**config.mk**
```make
export PLATFORM = sky130hd
export DESIGN_NAME = chunked_adder
export DESIGN_NICKNAME = d
export VERILOG_FILES = /design/src/rtl/chunked_adder_pkg.sv /design/src/rtl/chunked_adder_chunk.sv /design/src/rtl/chunked_adder.sv
export SDC_FILE = /design/constraint.sdc
export NUM_CORES = 1
export LEC_CHECK = 0
export ABC_AREA = 0
export CAP_MARGIN = 10
export CORE_ASPECT_RATIO = 0.5
export CORE_MARGIN = 5
export CORE_UTILIZATION = 40
export CTS_CLUSTER_DIAMETER = 80
export CTS_CLUSTER_SIZE = 20
export DETAILED_ROUTE_END_ITERATION = 7
export PLACE_DENSITY = 0.61
export REMOVE_ABC_BUFFERS = 1
export SLEW_MARGIN = 15
export SYNTH_ARGS = -nofsm -noshare
export SYNTH_HDL_FRONTEND = slang
export SYNTH_HIERARCHICAL = 1
export SYNTH_SLANG_ARGS = --single-unit
```
**constraint.sdc**
```tcl
create_clock -name Clk -period 19.93 [get_ports Clk]
set_input_delay 3.986 -clock Clk [delete_from_list [all_inputs] [get_ports Clk]]
set_output_delay 3.986 -clock Clk [all_outputs]
set_load 0.01 [all_outputs]
```
**src/rtl/chunked_adder_pkg.sv**
```systemverilog
// chunked_adder_pkg
// Shared definitions for the chunked adder blocks. The controller state
// encoding and the default operand and chunk widths live here, so every
// adder in the slice uses the same values.
// Ports: none (package only).
package chunked_adder_pkg;

  // Controller states: waiting for operands, rippling chunks, holding result
  typedef enum logic [1:0] {
    IDLE = 2'd0,
    ADD  = 2'd1,
    DONE = 2'd2
  } state_t;

  localparam int DEFAULT_WIDTH = 64;
  localparam int DEFAULT_CHUNK = 8;

endpackage

```
**src/rtl/chunked_adder_chunk.sv**
```systemverilog
// chunk_adder
// Combinational WIDTH-bit ripple-carry adder made from 1-bit full-adder cells.
// The top level uses one of these per clock to add one chunk.
// Ports:
//   a, b   : chunk operands
//   ci     : carry into bit 0
//   s      : chunk sum
//   co     : carry out of the top bit
//   c_msb  : carry into the top bit (used for signed overflow)
module chunk_adder #(
  parameter int WIDTH = 8
) (
  input  logic [WIDTH-1:0] a,
  input  logic [WIDTH-1:0] b,
  input  logic             ci,
  output logic [WIDTH-1:0] s,
  output logic             co,
  output logic             c_msb
);

  logic [WIDTH:0] c;

  assign c[0] = ci;

  // One full-adder cell per bit; c[i] is the carry into bit i
  for (genvar i = 0; i < WIDTH; i++) begin : g_fa
    assign s[i]   = a[i] ^ b[i] ^ c[i];
    assign c[i+1] = (a[i] & b[i]) | (c[i] & (a[i] ^ b[i]));
  end

  assign co    = c[WIDTH];
  assign c_msb = c[WIDTH-1];

endmodule

```
**src/rtl/chunked_adder.sv**
```systemverilog
// chunked_adder
// Multi-cycle adder/subtractor that adds CHUNK bits per clock, LSB chunk
// first, so a WIDTH-bit result takes WIDTH/CHUNK cycles. It accepts operands
// with a valid/ready handshake and returns the result the same way.
// Ports:
//   Clk, Rst           : clock, asynchronous active-high reset
//   InValid, InReady   : operand handshake (InReady only in IDLE)
//   A, B, Ci, Sub      : operands, carry/borrow in, 1 = subtract
//   OutValid, OutReady : result handshake (OutValid only in DONE)
//   S, Co, Ovf         : result, carry out (1 = no borrow), signed overflow
module chunked_adder
  import chunked_adder_pkg::*;
#(
  parameter int WIDTH = DEFAULT_WIDTH,
  parameter int CHUNK = DEFAULT_CHUNK
) (
  input  logic             Clk,
  input  logic             Rst,
  input  logic             InValid,
  output logic             InReady,
  input  logic [WIDTH-1:0] A,
  input  logic [WIDTH-1:0] B,
  input  logic             Ci,
  input  logic             Sub,
  output logic             OutValid,
  input  logic             OutReady,
  output logic [WIDTH-1:0] S,
  output logic             Co,
  output logic             Ovf
);

  localparam int N     = WIDTH / CHUNK;
  localparam int CNT_W = (N > 1) ? $clog2(N) : 1;
  localparam logic [CNT_W-1:0] LAST = CNT_W'(N - 1);

  state_t           state, state_next;
  logic [WIDTH-1:0] op_a, op_b;
  logic             carry;
  logic [CNT_W-1:0] cnt;

  logic [CHUNK-1:0] chunk_s;
  logic             chunk_co, chunk_cmsb;

  // Operands are shifted right each ADD cycle, so the current chunk is
  // always the bottom CHUNK bits and no wide mux is needed.
  chunk_adder #(.WIDTH(CHUNK)) u_chunk (
    .a     (op_a[CHUNK-1:0]),
    .b     (op_b[CHUNK-1:0]),
    .ci    (carry),
    .s     (chunk_s),
    .co    (chunk_co),
    .c_msb (chunk_cmsb)
  );

  // State register
  always_ff @(posedge Clk or posedge Rst) begin
    if (Rst) state <= IDLE;
    else     state <= state_next;
  end

  // Next state and handshake outputs. Leaving DONE always passes through
  // IDLE, so an operation never starts on the edge a result is taken.
  always_comb begin
    state_next = state;
    InReady    = 1'b0;
    OutValid   = 1'b0;
    case (state)
      IDLE: begin
        InReady = 1'b1;
        if (InValid) state_next = ADD;
      end
      ADD: begin
        if (cnt == LAST) state_next = DONE;
      end
      DONE: begin
        OutValid = 1'b1;
        if (OutReady) state_next = IDLE;
      end
      default: state_next = IDLE;
    endcase
  end

  // Datapath. Subtraction is done as A + ~B + 1, so B is inverted and the
  // borrow-in becomes an inverted carry-in at capture time. Co and Ovf are
  // only written on the last chunk, and S only during ADD, so a finished
  // result stays put through DONE and IDLE until the next operation.
  always_ff @(posedge Clk or posedge Rst) begin
    if (Rst) begin
      op_a  <= '0;
      op_b  <= '0;
      carry <= 1'b0;
      cnt   <= '0;
      S     <= '0;
      Co    <= 1'b0;
      Ovf   <= 1'b0;
    end else begin
      case (state)
        IDLE: begin
          if (InValid) begin
            op_a  <= A;
            op_b  <= B ^ {WIDTH{Sub}};
            carry <= Ci ^ Sub;
            cnt   <= '0;
          end
        end
        ADD: begin
          op_a  <= op_a >> CHUNK;
          op_b  <= op_b >> CHUNK;
          carry <= chunk_co;
          cnt   <= cnt + 1'b1;
          for (int k = 0; k < N; k++) begin
            if (cnt == CNT_W'(k)) S[k*CHUNK +: CHUNK] <= chunk_s;
          end
          if (cnt == LAST) begin
            Co  <= chunk_co;
            Ovf <= chunk_co ^ chunk_cmsb;
          end
        end
        default: ;
      endcase
    end
  end

endmodule

```
==> results of run 1 <==
==> where the power goes <==
| group | internal (mW) | switching [mW] | leakage [nW] |
|---|---|---|---|
| logic | 0.371 | 0.359 | 2.37 |
| clock network | 0.167 | 0.154 | 0.256 |
| registers | 0.577 | 0.119 | 2.55 |
| total | 1.11 | 0.632 | 5.17 |
==> critical path: stages, from the launching register on <==
cell             delay, ns
dfrtp_4               0.64
buf_4                 0.52
nand2b_1              0.14
inv_1                 0.08
clkdlybuf4s50_1       0.53
==> flip-flops by register name, indices dropped and copies added, names as in the netlist <==
name   flops
cnt        3
Co         1
Ovf        1
carry      1
op_b      64
op_a      64
S         64
state      2
==> how the worst max path moves through the flow <==
stage / cells past startpoint / end / slack, ns
after global routing: 4 / OutValid / 13.43
after global placement: 5 / op_a[58]$_DFFE_PP0P_ / 13.35
after detailed placement: 6 / op_b[20]$_DFFE_PP0P_ / 13.30
after floorplan: 1 / Co$_DFFE_PP0P_ / 10.49
final: 4 / OutValid / 13.58
after CTS: 4 / OutValid / 13.58
==> cells by family (layout without fill, tap and decap cells) <==
kind of cell / after synthesis / count (layout) / share of synthesized area, %
DFF: 200 / 200 / 53.0
muxes: 65 / 65 / 8.70
xor gates and xnor gates: 66 / 66 / 6.12
and+or+nand+nor: 219 / 219 / 11.2
adders and majority gates: 14 / 14 / 2.49
AOI/OAI and AO/OA: 201 / 201 / 14.2
buffers and inverters: 82 / 255 / 4.32
other: 0 / 2 / 0
==> placed cells by master, fill, tap and decap left out, types with 6 or more instances in the layout <==
cell	Yosys	layout
fa_1	8	8
mux2_2	8	8
o21ai_1	68	68
nand2_1	176	175
buf_4	12	7
xnor2_1	57	57
inv_1	16	15
xor2_1	9	9
clkbuf_16	0	17
ha_1	6	6
dfrtp_1	200	198
mux2_4	24	24
a22o_1	9	9
clkdlybuf4s50_1	0	200
mux2_1	33	33
a22oi_1	47	47
a21oi_1	28	28
and3b_1	27	27
o221ai_1	48	48
==> metal layers <==
| layer | part of all wire [%] | GRT usage, % | vias to the layer above |
|---|---|---|---|
| li1 | - | - | 3294 |
| met1 | 47 | 25.0 | 3446 |
| met2 | 49 | 29.1 | 123 |
| met3 | 2.9 | 2.55 | 21 |
| met4 | 1.5 | 5.52 | 0 |
| met5 | 0 | 0 | - |
==> stage by stage <==
stage	util, %	instance area [sq um]	setup slack, ns
floorplan	-	9100	10.49
CTS	52.6	12100	13.58
global route	52.6	12100	13.43
global placement	50.2	11600	13.35
detailed placement	50.2	11600	13.30
finish	52.6	12100	13.58
==> cell type report <==
cell class / count / share of cell area [%]
antenna: 2 / 0.0413
clock buffer: 22 / 3.83
clock inverter: 10 / 0.599
inverter: 16 / 0.558
multi-input combinational: 565 / 33.5
sequential: 200 / 41.4
tap: 307 / 3.17
timing repair buffer: 207 / 17.0
==> key figures, run 1 <==
Routing
  • Iteration-0 DRC Markers: 689
  • Via Count: 6884
  • Final ANT Viol Nets: 0
  • Avg WL per Cell: 17.8 um
  • Post-route DRC: 0
  • Via-to-Cell Ratio: 5.18
  • Drt first pass iters: 5
  • Drt total wl: between 20000 and 25000 um

Yosys
  • Yosys cell types: 33
  • Most frequent cells after synthesis: dfrtp_1 (200), nand2_1 (176), o21ai_1 (68)
  • Ys flop type: dfrtp_1
  • FF+latch count, synth: 200
  • Ranking of synthesized cells by area: dfrtp_1 (53%), nand2_1 (7.0%), xnor2_1 (5.3%), o221ai_1 (4.4%), mux2_1 (3.9%)
  • Synth Cell Area: 0.00945 sq mm
  • Synth top area share: approximately 53%
  • Total number of yosys warnings: 6
  • Gate Count Post-Synth: 847
  • Syn avg cell area: roughly 11 sq um
  • Asr flop ratio synth: 100%
  • Yosys top cell by area: dfrtp_1
  • EDFF count, synth: 0
  • Most common cell in the netlist: dfrtp_1
  • Seq/Total Area, Yosys: 53.0%

Place
  • Final Wtd Congestion: 0.756
  • Dpl cells: 1295
  • I/O Buffers: 201
  • HPWL Detailed: 15800 um

Timing
  • Clock skew: approximately 0.014 ns
  • Setup violators final: 0
  • Max Slew Vio Count: 0
  • Count of final hold-check violations: 0
  • Final setup TNS: 0 ns
  • RSZ-0062 raised after global routing: no
  • Worst Tran Pin Value: 1.12 ns
  • Hold_ws: 0.487 ns
  • Slew margin rel.: 25.2%
  • Post-layout min period: approximately 6.3 ns
  • FMAX: ~0.16 GHz
  • Period Utilization, post-route: 31.8%

Global routing
  • Gr ovfl total: 0
  • Vias in the first global route: just over 7000
  • Total Routing Usage GR: 17.9%
  • Largest net degree at the start of global routing: 130
  • First-pass GRT wire length: 39100 um
  • Initial antenna violation count: 1

Clock tree
  • Skew-Pair Late Insertion Delay: 0.43 ns
  • Clock Sinks: 200
  • Clock buffer depth: 2
  • CTS tree: done
  • Clk root buf: clkbuf_16
  • Total CTS buffers: 17
  • H-tree depth: 4
  • CTS resizes: 0
  • Hold Buf Count CTS: 0
  • Number of post-CTS setup repair buffers: 0
  • Clock slew at reported path FFs: about 0.070 ns

Layout
  • Reg area: 0.00501 sq mm
  • Syn-to-layout area delta: 28.2%
  • Fraction of layout cells with a size suffix above 1: 8.33%
  • Area of the multi-input gates: 0.00406 sq mm
  • Finished Layout Cells: 1329
  • # fillers: 2096
  • Final nets: 1155

Floorplan
  • I/O pins: between 200 and 250
  • Initial Util: 41.0%
  • Die height: 119 um
  • CORE AREA: 0.0230 sq mm
  • Row count: 39
  • Die Area: 0.0270 sq mm
  • Die width: between 200 and 250 um

Critical path
  • WP data arrival: between 2 and 2.5 ns
  • RR Endpoint: S[39]$_DFFE_PP0P_
  • Flop-to-flop setup slack: 15.94 ns
  • Critical path class: reg2out
  • CP Data Required Time: about 16 ns
  • RR Startpoint: op_a[0]$_DFFE_PP0P_
  • Reg2Reg Depth: 13
  • Max FO, Critical Path: 47
  • Worst setup path start: state[1]$_DFFE_PP0P_
  • Setup crit start kind: flip-flop
  • CP Capture Type: output port

Pwr
  • Total power: 1.75 mW
  • Peak supply drop: 0.0000672 V
  • Pwr/cell area: 144 mW/mm^2
  • Leak Pwr: a little over 5 nW

Hold path
  • HP Class: reg2reg
  • Hold depth: 2
  • HP Start: op_a[26]$_DFFE_PP0P_
  • WHS Endpoint: op_a[26]$_DFFE_PP0P_

Flow run
  • Number of max-cap violations: 0

Outcome
  • Outcome: finished, final reports clean
Note: power is estimated with default switching activity, not from simulation.
==> inputs of run 2 (changes only) <==
clock period = 6.2 ns   (was 19.93 ns; I/O delays follow)
==> run 2 against run 1 <==
Compared with the run above: register-to-register slack got worse by 14 ns; wire length increased by 3.7%; critical path depth increased by 9; clock power rose to 4.0 times the previous value; final area rose by 1.2%; utilization up 0.61 points; power rose to 3.4 times the previous value; sequential power grew to 3.3 times the previous value; combinational power rose to 3.2 times the previous value; sequential share of layout area is 0.47 points lower; critical path type is now reg2reg; clock skew is 0.0054 ns lower.
==> key figures, run 2 (synthesis gave the netlist of run 1 again) <==
Clock tree
  • Total CTS buffers: 17
  • Clock Sinks: 200
  • Clk root buf: clkbuf_16
  • Clock slew at reported path FFs: 0.07 ns
  • H-tree depth: 4
  • Skew-Pair Late Insertion Delay: 0.44 ns
  • Number of post-CTS setup repair buffers: 0
  • CTS tree: done
  • Clock buffer depth: 2
  • Hold Buf Count CTS: 0
  • CTS resizes: 0

Routing
  • Via-to-Cell Ratio: 5.25
  • Iteration-0 DRC Markers: 605
  • Drt total wl: around 25000 um
  • Drt first pass iters: 4
  • Via Count: 6980
  • Post-route DRC: 0
  • Final ANT Viol Nets: 0
  • Avg WL per Cell: 18.5 um

Floorplan
  • I/O pins: 202
  • Die width: 227 um
  • Die height: 119 um
  • Die Area: 0.0270 sq mm
  • Initial Util: 41.0%
  • CORE AREA: 0.0230 sq mm
  • Row count: 39

Global routing
  • Gr ovfl total: 0
  • Vias in the first global route: roughly 7300
  • First-pass GRT wire length: 40400 um
  • Total Routing Usage GR: around a fifth
  • Initial antenna violation count: 0
  • Largest net degree at the start of global routing: 119

Timing
  • Period Utilization, post-route: 64.5%
  • Slew margin rel.: between 20 and 30%
  • Post-layout min period: 4.00 ns
  • FMAX: 0.250 GHz
  • Worst Tran Pin Value: 1.11 ns
  • Hold_ws: 0.485 ns
  • Count of final hold-check violations: 0
  • RSZ-0062 raised after global routing: no
  • Final setup TNS: 0 ns
  • Setup violators final: 0
  • Clock skew: 0.00833 ns
  • Max Slew Vio Count: 0

Layout
  • Most common cell after layout, fill and taps aside: clkdlybuf4s50_1
  • Syn-to-layout area delta: 29.7%
  • Final Cell Area: 0.0123 sq mm
  • Fraction of layout cells with a size suffix above 1: around 8.4%
  • Most frequent cells in the layout: clkdlybuf4s50_1 (200), dfrtp_1 (198), nand2_1 (175)
  • Final nets: 1157
  • Antenna cells: 0
  • # fillers: 2092
  • Top flop regs: S: 64 flops, op_a: 64 flops, op_b: 64 flops

Critical path
  • Setup crit start kind: flip-flop
  • Max FO, Critical Path: 8
  • Worst path max stage delay: 0.57 ns
  • CP Capture Type: flip-flop
  • CP Data Required Time: 6.52 ns
  • Cell mode on critical path: fa_1
  • Critical-path cell list: fa_1 -> inv_1 -> fa_1 -> inv_1 -> fa_1 -> fa_1 -> fa_1 -> fa_1 -> inv_1 -> fa_1 -> inv_1 -> fa_1 -> mux2_1
  • Flop-to-flop setup slack: around 2.2 ns
  • Critical path class: reg2reg
  • RR Endpoint: S[55]$_DFFE_PP0P_
  • CP max stage cell: fa_1
  • Worst path bufs/invs: 4
  • RR Startpoint: op_a[0]$_DFFE_PP0P_
  • WP data arrival: 4.32 ns
  • CP delay by family, top: adder cells
  • Reg2Reg Depth: 13

Pwr
  • Clock power frac: 21.7%
  • Peak supply drop: about 0.00029 V
  • Leak Pwr: 5.25 nW
  • Total power: 5.87 mW
  • Int Pwr: 3.84 mW
  • Seq pwr share: 38.6%
  • Combinational power share: 39.6%
  • Pwr/cell area: 479 mW/mm^2
  • Switching pwr: 2.03 mW
  • Switching Fraction: 34.6%

Hold path
  • HP Start: op_b[63]$_DFFE_PP0P_
  • WHS Endpoint: op_b[63]$_DFFE_PP0P_
  • Hold depth: 2
  • HP Class: reg2reg

Place
  • Placed cell areas: 0.0116 sq mm
  • I/O Buffers: 201
  • Final Wtd Congestion: about 0.78
  • HPWL Detailed: approximately 16000 um

Flow run
  • Number of max-cap violations: 0

Outcome
  • Outcome: finished, final reports clean
run 2: layout make-up:
type | count | area, sq um | area share, %
repair buffers | 209 | 2070 | 16.9
well taps | 307 | 384 | 3.13
clock inverters | 8 | 190 | 1.55
multi-input cells | 565 | 4050 | 33.0
flip-flops and latches | 200 | 5010 | 40.9
clock buffers | 24 | 482 | 3.93
inverters | 16 | 67.6 | 0.551
run 2: power groups by stage:
stage	sequential [mW]	combinational [mW]	clock [mW]
after floorplan	2.32	1.27	0
after global placement	2.27	2.30	0
after detailed placement	2.29	2.36	0
after CTS	2.27	2.37	1.31
after global routing	2.34	2.57	1.36
final	2.27	2.33	1.28
run 2: worst max-delay path by stage:
stage / startpoint / endpoint / slack [ns] / cells past startpoint
after floorplan: Rst / Co$_DFFE_PP0P_ / -0.49 / 1
after global placement: op_a[0]$_DFFE_PP0P_ / S[39]$_DFFE_PP0P_ / 2.32 / 13
after detailed placement: op_a[0]$_DFFE_PP0P_ / S[55]$_DFFE_PP0P_ / 2.21 / 13
after CTS: op_a[0]$_DFFE_PP0P_ / S[55]$_DFFE_PP0P_ / 2.19 / 13
after global routing: op_a[0]$_DFFE_PP0P_ / S[55]$_DFFE_PP0P_ / 2.04 / 13
final: op_a[0]$_DFFE_PP0P_ / S[55]$_DFFE_PP0P_ / 2.20 / 13
run 2: stage by stage:
stage | instances | util [%] | setup WS [ns]
2_1_floorplan | 781 | - | -0.494
3_3_place_gp | 1297 | 50.3 | 2.32
3_5_place_dp | 1297 | 50.3 | 2.21
4_1_cts | 1329 | 53.2 | 2.19
5_1_grt | 1329 | 53.2 | 2.04
6_report | 1329 | 53.2 | 2.20
run 2: worst register-to-register path: cells and delay by family (launching register included):
kind / cells / cell delay, ns
mux: 1 / 0.34
buf+inv: 4 / 0.29
fa+ha+maj: 8 / 2.83
flops: 1 / 0.40
run 2: layer usage:
| metal | part of all wire (%) | vias to the layer above | track usage, % |
|---|---|---|---|
| met5 | 0 | - | 0 |
| met4 | 1.7 | 0 | 5.56 |
| met3 | 3.4 | 28 | 3.20 |
| met2 | 49 | 135 | 30.2 |
| met1 | 46 | 3523 | 25.9 |
| li1 | - | 3294 | - |
